[src/rtl/bcd_pkg.sv]
// Shared types and helpers for the BCD-to-binary serial decoder.
// Holds the default digit count, the FSM state type and the digit validity check.
package bcd_pkg;

    localparam int DEF_DIGITS = 2;
    localparam int BCD_W      = 4 * DEF_DIGITS + 1;

    // Widest operand the validity helper accepts; narrower operands are zero-extended.
    localparam int MAX_DIGITS = 8;
    localparam int BCD_MAX_W  = 4 * MAX_DIGITS + 1;

    typedef enum logic [1:0] {
        IDLE = 2'd0,
        CONV = 2'd1,
        DONE = 2'd2
    } state_e;

    function automatic logic bcd_digits_valid(
        input logic [BCD_MAX_W-1:0] bcd,
        input int                   ndigits = DEF_DIGITS
    );
        logic ok;
        ok = 1'b1;
        for (int i = 0; i < MAX_DIGITS; i++) begin
            if (i < ndigits && bcd[4*i +: 4] > 4'd9) begin
                ok = 1'b0;
            end
        end
        return ok;
    endfunction

endpackage

[src/rtl/bcd_nibble_adjust.sv]
// Reverse double-dabble correction for one BCD nibble after a right shift.
// A nibble of 8 or more picked up a carried-in 8 that is really worth 5.
module bcd_nibble_adjust (
    input  logic [3:0] nib_i,
    output logic [3:0] nib_o
);

    assign nib_o = (nib_i >= 4'd8) ? (nib_i - 4'd3) : nib_i;

endmodule

[src/rtl/bcd_to_binary_serial.sv]
// Serial BCD-to-binary decoder: one shift-and-correct step per clock.
// Accepts {carry, digits} on start and pulses done when bin_out/err are valid.
module bcd_to_binary_serial
    import bcd_pkg::*;
#(
    parameter int DIGITS = DEF_DIGITS,
    parameter int BIN_W  = 8
) (
    input  logic               clk,
    input  logic               reset_n,
    input  logic               start,
    input  logic [4*DIGITS:0]  bcd_in,
    output logic               busy,
    output logic               done,
    output logic               err,
    output logic [BIN_W-1:0]   bin_out
);

    localparam int NIB   = DIGITS + 1;
    localparam int SR_W  = 4 * NIB + BIN_W;
    localparam int CNT_W = $clog2(BIN_W + 1);

    state_e             state_q, state_d;
    logic [SR_W-1:0]    sr_q, sr_d;
    logic [CNT_W-1:0]   cnt_q, cnt_d;
    logic               err_q, err_d;
    logic [BIN_W-1:0]   bin_q, bin_d;

    logic [SR_W-1:0]    sr_shift;
    logic [SR_W-1:0]    sr_step;
    logic [4*NIB-1:0]   nib_adj;
    logic               in_valid;
    logic               last_step;

    // Shift first, then correct every BCD nibble of the shifted value.
    assign sr_shift = sr_q >> 1;

    for (genvar g = 0; g < NIB; g++) begin : g_adj
        bcd_nibble_adjust u_adj (
            .nib_i (sr_shift[BIN_W + 4*g +: 4]),
            .nib_o (nib_adj[4*g +: 4])
        );
    end

    assign sr_step   = {nib_adj, sr_shift[BIN_W-1:0]};
    assign in_valid  = bcd_digits_valid(BCD_MAX_W'(bcd_in), DIGITS);
    assign last_step = (cnt_q == CNT_W'(BIN_W - 1));

    // NOTE: sequential state uses non-blocking assignments so every register
    // samples pre-edge values regardless of process ordering.
    always_ff @(posedge clk or negedge reset_n) begin
        if (!reset_n) begin
            state_q <= IDLE;
        end else begin
            state_q <= state_d;
        end
    end

    // NOTE: every combinational output gets a default first so no path leaves
    // it unassigned, which would infer a latch.
    always_comb begin
        state_d = state_q;
        unique case (state_q)
            IDLE:    if (start) state_d = in_valid ? CONV : DONE;
            CONV:    if (last_step) state_d = DONE;
            DONE:    state_d = IDLE;
            default: state_d = IDLE;
        endcase
    end

    always_comb begin
        busy = (state_q != IDLE);
        done = (state_q == DONE);
    end

    always_comb begin
        sr_d  = sr_q;
        cnt_d = cnt_q;
        err_d = err_q;
        bin_d = bin_q;
        unique case (state_q)
            IDLE: begin
                if (start) begin
                    if (in_valid) begin
                        sr_d  = {3'b000, bcd_in, {BIN_W{1'b0}}};
                        cnt_d = '0;
                    end else begin
                        err_d = 1'b1;
                        bin_d = '0;
                    end
                end
            end
            CONV: begin
                sr_d  = sr_step;
                cnt_d = cnt_q + CNT_W'(1);
                // Result is taken from the value produced by the final step.
                if (last_step) begin
                    bin_d = sr_step[BIN_W-1:0];
                    err_d = 1'b0;
                end
            end
            default: ;
        endcase
    end

    always_ff @(posedge clk or negedge reset_n) begin
        if (!reset_n) begin
            sr_q  <= '0;
            cnt_q <= '0;
            err_q <= 1'b0;
            bin_q <= '0;
        end else begin
            sr_q  <= sr_d;
            cnt_q <= cnt_d;
            err_q <= err_d;
            bin_q <= bin_d;
        end
    end

    assign err     = err_q;
    assign bin_out = bin_q;

endmodule

[config.mk]
export PLATFORM = sky130hd
export DESIGN_NAME = bcd_to_binary_serial
export DESIGN_NICKNAME = d
export VERILOG_FILES = /design/src/rtl/bcd_pkg.sv /design/src/rtl/bcd_nibble_adjust.sv /design/src/rtl/bcd_to_binary_serial.sv
export SDC_FILE = /design/constraint.sdc
export NUM_CORES = 1
export LEC_CHECK = 0
export CAP_MARGIN = 20
export CORE_MARGIN = 2
export CORE_UTILIZATION = 60
export CTS_BUF_LIST = sky130_fd_sc_hd__clkbuf_8
export CTS_CLUSTER_SIZE = 30
export DETAILED_ROUTE_END_ITERATION = 7
export HOLD_SLACK_MARGIN = 0.1
export PLACE_DENSITY = 0.87
export SKIP_LAST_GASP = 1
export SLEW_MARGIN = 5
export SYNTH_ARGS = -nofsm -noshare
export SYNTH_HDL_FRONTEND = slang
export SYNTH_SLANG_ARGS = --single-unit
export TNS_END_PERCENT = 5
[constraint.sdc]
create_clock -name clk -period 2.7 [get_ports clk]
set_input_delay 0.54 -clock clk [delete_from_list [all_inputs] [get_ports clk]]
set_output_delay 0.54 -clock clk [all_outputs]
set_load 0.05 [all_outputs]
==> results.toml, run 1 <==
[yosys]
yosysSeqAreaShare = 0.498
yosysWarnings = 0
yosys.cell_count.top_type = "dfrtp_1"
synth-simple-area-share = 0.111
synth_area_leaders = "dfrtp_1, a22o_1, o2bb2ai_1, ha_1, o21ai_0"
synth_top_area_frac = 0.498
synthMuxAreaShare = 0.0273
synth_edf_count = 0
synth_seq_cells = 31
yosys-top-cells-count = "dfrtp_1, a22o_1, o21ai_0"
async_flop_share = 1.00
synth_ff_type = "dfrtp_1"
avgSynthCellArea_um2 = 11.4
synth.net_count = 153
synth-adder-area-share = 0.0402
synth_top_family_by_area = "compound AO/OA/AOI/OAI gates"
post_synth_num_cell_types = 38
syn_inst = 136
synth_xor_area_frac = 0.0225
netlist_area_mm2 = 0.00156
post-synth-top-area-cell = "dfrtp_1"
synth_compound_area_frac = 0.260

[critical_path]
crit_path_end_kind = "output port"
worst-r2r-cell-count = 3
arrival_ns = 1.77
r2r_slack_ns = 0.85
cp.required_ns = 2.16
cp_max_fo = 10
reg2reg_to = "state_q[1]"
cp-start-kind = "flip-flop"
worst-setup-path-type = "flip-flop to output port"
r2r_start = "state_q[1]"

[clocking]
cts_buffers = 5
clockRootBuffer = "clkbuf_8"
clk_latency_ns = 0.28
cts_setup_buffers = 0
cts.clk_slew.worst_paths_ns = 0.06
cts_tree = "yes"
holdBufCountCts = 0
htree_levels = 2
cts_sinks = 31
clockBufferDepth = 2
ctsResizeCount = 0

[sta]
fmax_ghz = 0.432
clock_skew_ns = 0.00336
hold_slack_ns = 0.514
tightest_slew_ns = 0.610
rsz0062_at_grt = "no"
hold_viol_final = 0
finalSetupTns_ns = 0
min_period_ns = 2.31
setup_violations = 0
max_slew_margin = 0.592
fin_crit_sh = 0.856
finalMaxSlewViolations = 0

[global_routing]
antenna_found_initial = 0
gr-usage-met2 = 0.389
met3_usage = 0.0887
grt_busiest_layer = "met2"
grt_usage = 0.267
grt_max_degree = 32
grt_overflow_total = 0
use_met1 = 0.376
grt_pass1_vias = 1121
grt_pass1_wl_mm = 5.53

[die]
rows = 18
core_area_mm2 = 0.00248
initial_core_util = 0.628
die-area_mm2 = 0.00302
fp.dieW_um = 54.9
io_pins = 23
die-height_um = 54.9

[routing]
antenna_left = 0
vias = 1221
drt-vias-per-instance = 6.39
dr.first_iter.drc_count = 53
dr.pass1.iters = 4
drc = 0
wirelength_mm = 3.33
wl_per_cell_um = 17.5

[power_and_ir_drop]
total_power_uw = 2030
power-per-cell-area_mw_per_mm2 = 1080
p_leak_uw = 0.000816
ir_worst_vdd_uv = 834

[placement]
finalWeightedCongestion = 0.910
dp_hpwl_mm = 2.29
portBuffers = 22

[outcome]
status = "finished, final reports clean"

[worst_hold_path]
hp-class = "flip-flop to flip-flop"
hold_start = "sr_q[1]"
worstHoldEndpoint = "bin_out[0]"
whs_path_depth = 1

[job]
maxCapViolations = 0

[layout]
area_growth_pct = 20.8
nets = 178
final.fill_count = 181
drive_gt1_frac = 0.106
antenna_cells = 0
==> report_power, final <==
| part | leakage (uW) | switching [uW] | internal (uW) | total (uW) |
|---|---|---|---|---|
| registers | 0.000401 | 184 | 636 | 820 |
| logic | 0.000368 | 465 | 381 | 846 |
| clock network | 0.0000470 | 163 | 199 | 363 |
| total | 0.000816 | 813 | 1220 | 2030 |
==> flip-flops by register name (all words and copies together) (netlist names) <==
name and flops:
err 1, sr_q 16, bin_out 8, state_q 2, cnt_q 4
==> cell type report <==
| type | count | area [um^2] | share of cell area |
|---|---|---|---|
| Clock inverter | 1 | 5.00 | 0.00266 |
| Clock buffer | 6 | 82.6 | 0.0439 |
| Sequential cell | 31 | 776 | 0.413 |
| Multi-Input combinational cell | 93 | 718 | 0.382 |
| Tap cell | 30 | 37.5 | 0.0200 |
| Inverter | 5 | 18.8 | 0.00998 |
| Timing Repair Buffer | 25 | 243 | 0.129 |
==> cell families (layout without fill, tap and decap cells) <==
kind of cell	after synthesis	in the layout
buffers and inverters	12	37
AND/OR/NAND/NOR	27	27
flip-flops	31	31
multiplexers	4	4
XOR/XNOR	4	4
adder cells (fa/ha/maj)	5	5
AO/OA/AOI/OAI	53	53
==> worst max-delay path, cell delays in order, from the launching register on <==
cell             delay, ns
dfrtp_1               0.48
or2_2                 0.31
clkdlybuf4s50_1       0.70
==> worst max path at each step <==
| stage | start | endpoint | slack [ns] | depth (start not counted) |
|---|---|---|---|---|
| 3_3_place_gp | bcd_in[1] | sr_q[9] | 0.38 | 5 |
| 6_report | state_q[1] | busy | 0.39 | 2 |
| 5_1_grt | state_q[1] | done | 0.30 | 2 |
| 3_5_place_dp | bcd_in[1] | sr_q[9] | 0.32 | 5 |
| 4_1_cts | state_q[1] | busy | 0.37 | 2 |
| 2_1_floorplan | state_q[1] | done | 1.01 | 2 |
==> cell usage in the layout, fill, tap and decap left out, types with 2 or more instances in the layout <==
cell,synthesis,routed
clkbuf_8,0,6
a22oi_1,4,4
nand2_1,2,2
nor2b_1,3,3
inv_1,5,5
a211o_1,2,2
buf_4,0,3
nor3_1,3,3
mux2_2,2,2
o22ai_1,2,2
and2b_1,2,2
nand2b_1,2,2
o21ai_1,2,2
mux2i_1,2,2
nor2_1,4,4
o21ai_0,9,9
clkdlybuf4s50_1,0,22
a22o_1,10,10
o21a_1,2,2
a21oi_1,3,3
a41oi_1,4,4
and4b_1,2,2
dfrtp_1,31,31
xnor2_1,4,4
ha_1,5,5
o31ai_1,4,4
or2_2,2,2
nor4b_1,2,2
o2bb2ai_1,8,8
==> through the flow <==
| stage | setup slack [ns] | cell area (um^2) | cells | util |
|---|---|---|---|---|
| 5_1_grt | 0.300 | 1880 | 191 | 0.759 |
| 2_1_floorplan | 1.01 | 1560 | 136 | - |
| 3_5_place_dp | 0.323 | 1790 | 184 | 0.724 |
| 3_3_place_gp | 0.383 | 1790 | 184 | 0.724 |
| 4_1_cts | 0.367 | 1880 | 191 | 0.759 |
| 6_report | 0.388 | 1880 | 191 | 0.759 |
==> per-layer routing <==
layer	routed length, um	up-vias
li1	-	574
met3	225	8
met2	1590	47
met4	62	0
met1	1460	592
met5	0	-
(Power assumes the default switching activity.)
==> inputs of run 2 (changes only) <==
--- a/config.mk
+++ b/config.mk
@@ -6,7 +6,7 @@
 export NUM_CORES = 1
 export LEC_CHECK = 0
 export CAP_MARGIN = 20
-export CORE_MARGIN = 2
+export CORE_MARGIN = 4
 export CORE_UTILIZATION = 60
 export CTS_BUF_LIST = sky130_fd_sc_hd__clkbuf_8
 export CTS_CLUSTER_SIZE = 30
==> results.toml, run 2 (same netlist as run 1, synthesis figures left out) <==
[sta]
setup_violations = 0
max_slew_margin = 0.612
finalSetupTns_ns = 0
rsz0062_at_grt = "no"
tightest_slew_ns = 0.580
finalMaxSlewViolations = 0
setup_ws_ns = 0.381
min_period_ns = 2.32
hold_viol_final = 0
clock_skew_ns = 0.00360
fin_crit_sh = 0.859
fmax_ghz = 0.431
hold_slack_ns = 0.513

[routing]
dr.first_iter.drc_count = 65
wl_per_cell_um = 17.7
wirelength_mm = 3.38
drt-vias-per-instance = 6.32
antenna_left = 0
dr.pass1.iters = 4
vias = 1207
drc = 0

[worst_hold_path]
hold_start = "err"
whs_path_depth = 1
worstHoldEndpoint = "err"
hp-class = "flip-flop to flip-flop"

[critical_path]
r2r_slack_ns = 0.91
worst-setup-path-type = "flip-flop to output port"
worst-r2r-cell-count = 3
cp.required_ns = 2.16
r2r_start = "state_q[1]"
critPathMaxStageDelay_ns = 0.70
reg2reg_to = "state_q[1]"
cp-start-kind = "flip-flop"
arrival_ns = 1.78
cp_cell_sequence = "or2_2 > clkdlybuf4s50_1"
slowest_stage = "clkdlybuf4s50_1"
crit_path_end_kind = "output port"
cp_max_fo = 10

[global_routing]
grt_usage = 0.228
grt_pass1_wl_mm = 5.79
grt_max_degree = 32
antenna_found_initial = 0
grt_overflow_total = 0
grt_pass1_vias = 1176

[clocking]
cts_sinks = 31
holdBufCountCts = 0
cts.clk_slew.worst_paths_ns = 0.06
htree_levels = 2
cts_buffers = 5
clockRootBuffer = "clkbuf_8"
cts_setup_buffers = 0
clk_latency_ns = 0.28
ctsResizeCount = 0
clockBufferDepth = 2
cts_tree = "yes"

[power_and_ir_drop]
power-per-cell-area_mw_per_mm2 = 1080
p_leak_uw = 0.000816
ir_worst_vdd_uv = 776

[die]
die-area_mm2 = 0.00347
core_area_mm2 = 0.00248
fp.dieW_um = 58.9
die-height_um = 58.9
io_pins = 23
rows = 18
initial_core_util = 0.628

[layout]
multi_input_area_um2 = 718
drive_gt1_frac = 0.106
final_cells = 191
layout_commonest_cell = "dfrtp_1"
final.fill_count = 173
top_register = "sr_q"
seq_area_um2 = 776
fin_util = 0.759
nets = 178
final_cell_mix = "dfrtp_1, clkdlybuf4s50_1, a22o_1"
antenna_cells = 0
area_growth_pct = 20.8
largest_register_ffs = 16

[outcome]
status = "finished, final reports clean"

[placement]
dp.cells = 184
finalWeightedCongestion = 0.898
dp_hpwl_mm = 2.35
portBuffers = 22
preCtsSetupSlack_ns = 0.346

[job]
maxCapViolations = 0
## run 2: cell counts in the layout (fill, tap and decap cells not counted)
Identical to the previous run, type by type.
## run 2: worst max path at each step
stage                     depth (start not counted)        from       to  slack, ns
final                                             2  state_q[1]     busy       0.38
after global routing                              2  state_q[1]     done       0.31
after CTS                                         2  state_q[1]     busy       0.38
after detailed placement                          5   bcd_in[1]  sr_q[9]       0.35
after global placement                            5   bcd_in[2]  sr_q[9]       0.38
after floorplan                                   2  state_q[1]     done       1.01
## run 2: power breakdown
group	internal [uW]	leakage, uW	total [uW]	switching [uW]
clock	199	0.0000470	365	166
sequential	636	0.000401	821	185
combinational	382	0.000368	849	467
total	1220	0.000816	2040	818
## run 2: worst max-delay path, delay by kind of cell (launching register included)
family	cells	cell delay, ns
flip-flops	1	0.48
buffers and inverters	1	0.70
AND/OR/NAND/NOR	1	0.31
## run 2: area by class of cell
| cell class | instances | share of cell area |
|---|---|---|
| Sequential cell | 31 | 0.413 |
| Timing Repair Buffer | 25 | 0.129 |
| Clock inverter | 1 | 0.00266 |
| Inverter | 5 | 0.00998 |
| Multi-Input combinational cell | 93 | 0.382 |
| Tap cell | 30 | 0.0200 |
| Clock buffer | 6 | 0.0439 |
## run 2: routing by layer
metal / global-route usage / part of all wire / wire length [um]
met5: 0 / 0 / 0
met4: 0.0971 / 0.024 / 82
met3: 0.0658 / 0.071 / 240
met2: 0.342 / 0.47 / 1580
met1: 0.307 / 0.44 / 1480
## run 2: through the flow
step | total power, uW | cell area (um^2)
5_1_grt | 2170 | 1880
6_report | 2040 | 1880
3_5_place_dp | 1660 | 1790
4_1_cts | 2030 | 1880
3_3_place_gp | 1610 | 1790
2_1_floorplan | 1420 | 1560
==> inputs of run 3 (changes only) <==
--- a/config.mk
+++ b/config.mk
@@ -11,6 +11,7 @@
 export CTS_BUF_LIST = sky130_fd_sc_hd__clkbuf_8
 export CTS_CLUSTER_SIZE = 30
 export DETAILED_ROUTE_END_ITERATION = 7
+export GPL_ROUTABILITY_DRIVEN = 0
 export HOLD_SLACK_MARGIN = 0.1
 export PLACE_DENSITY = 0.87
 export SKIP_LAST_GASP = 1
==> results of run 3 <==
The final DEF is identical to that of run 2; final timing and power are the same.
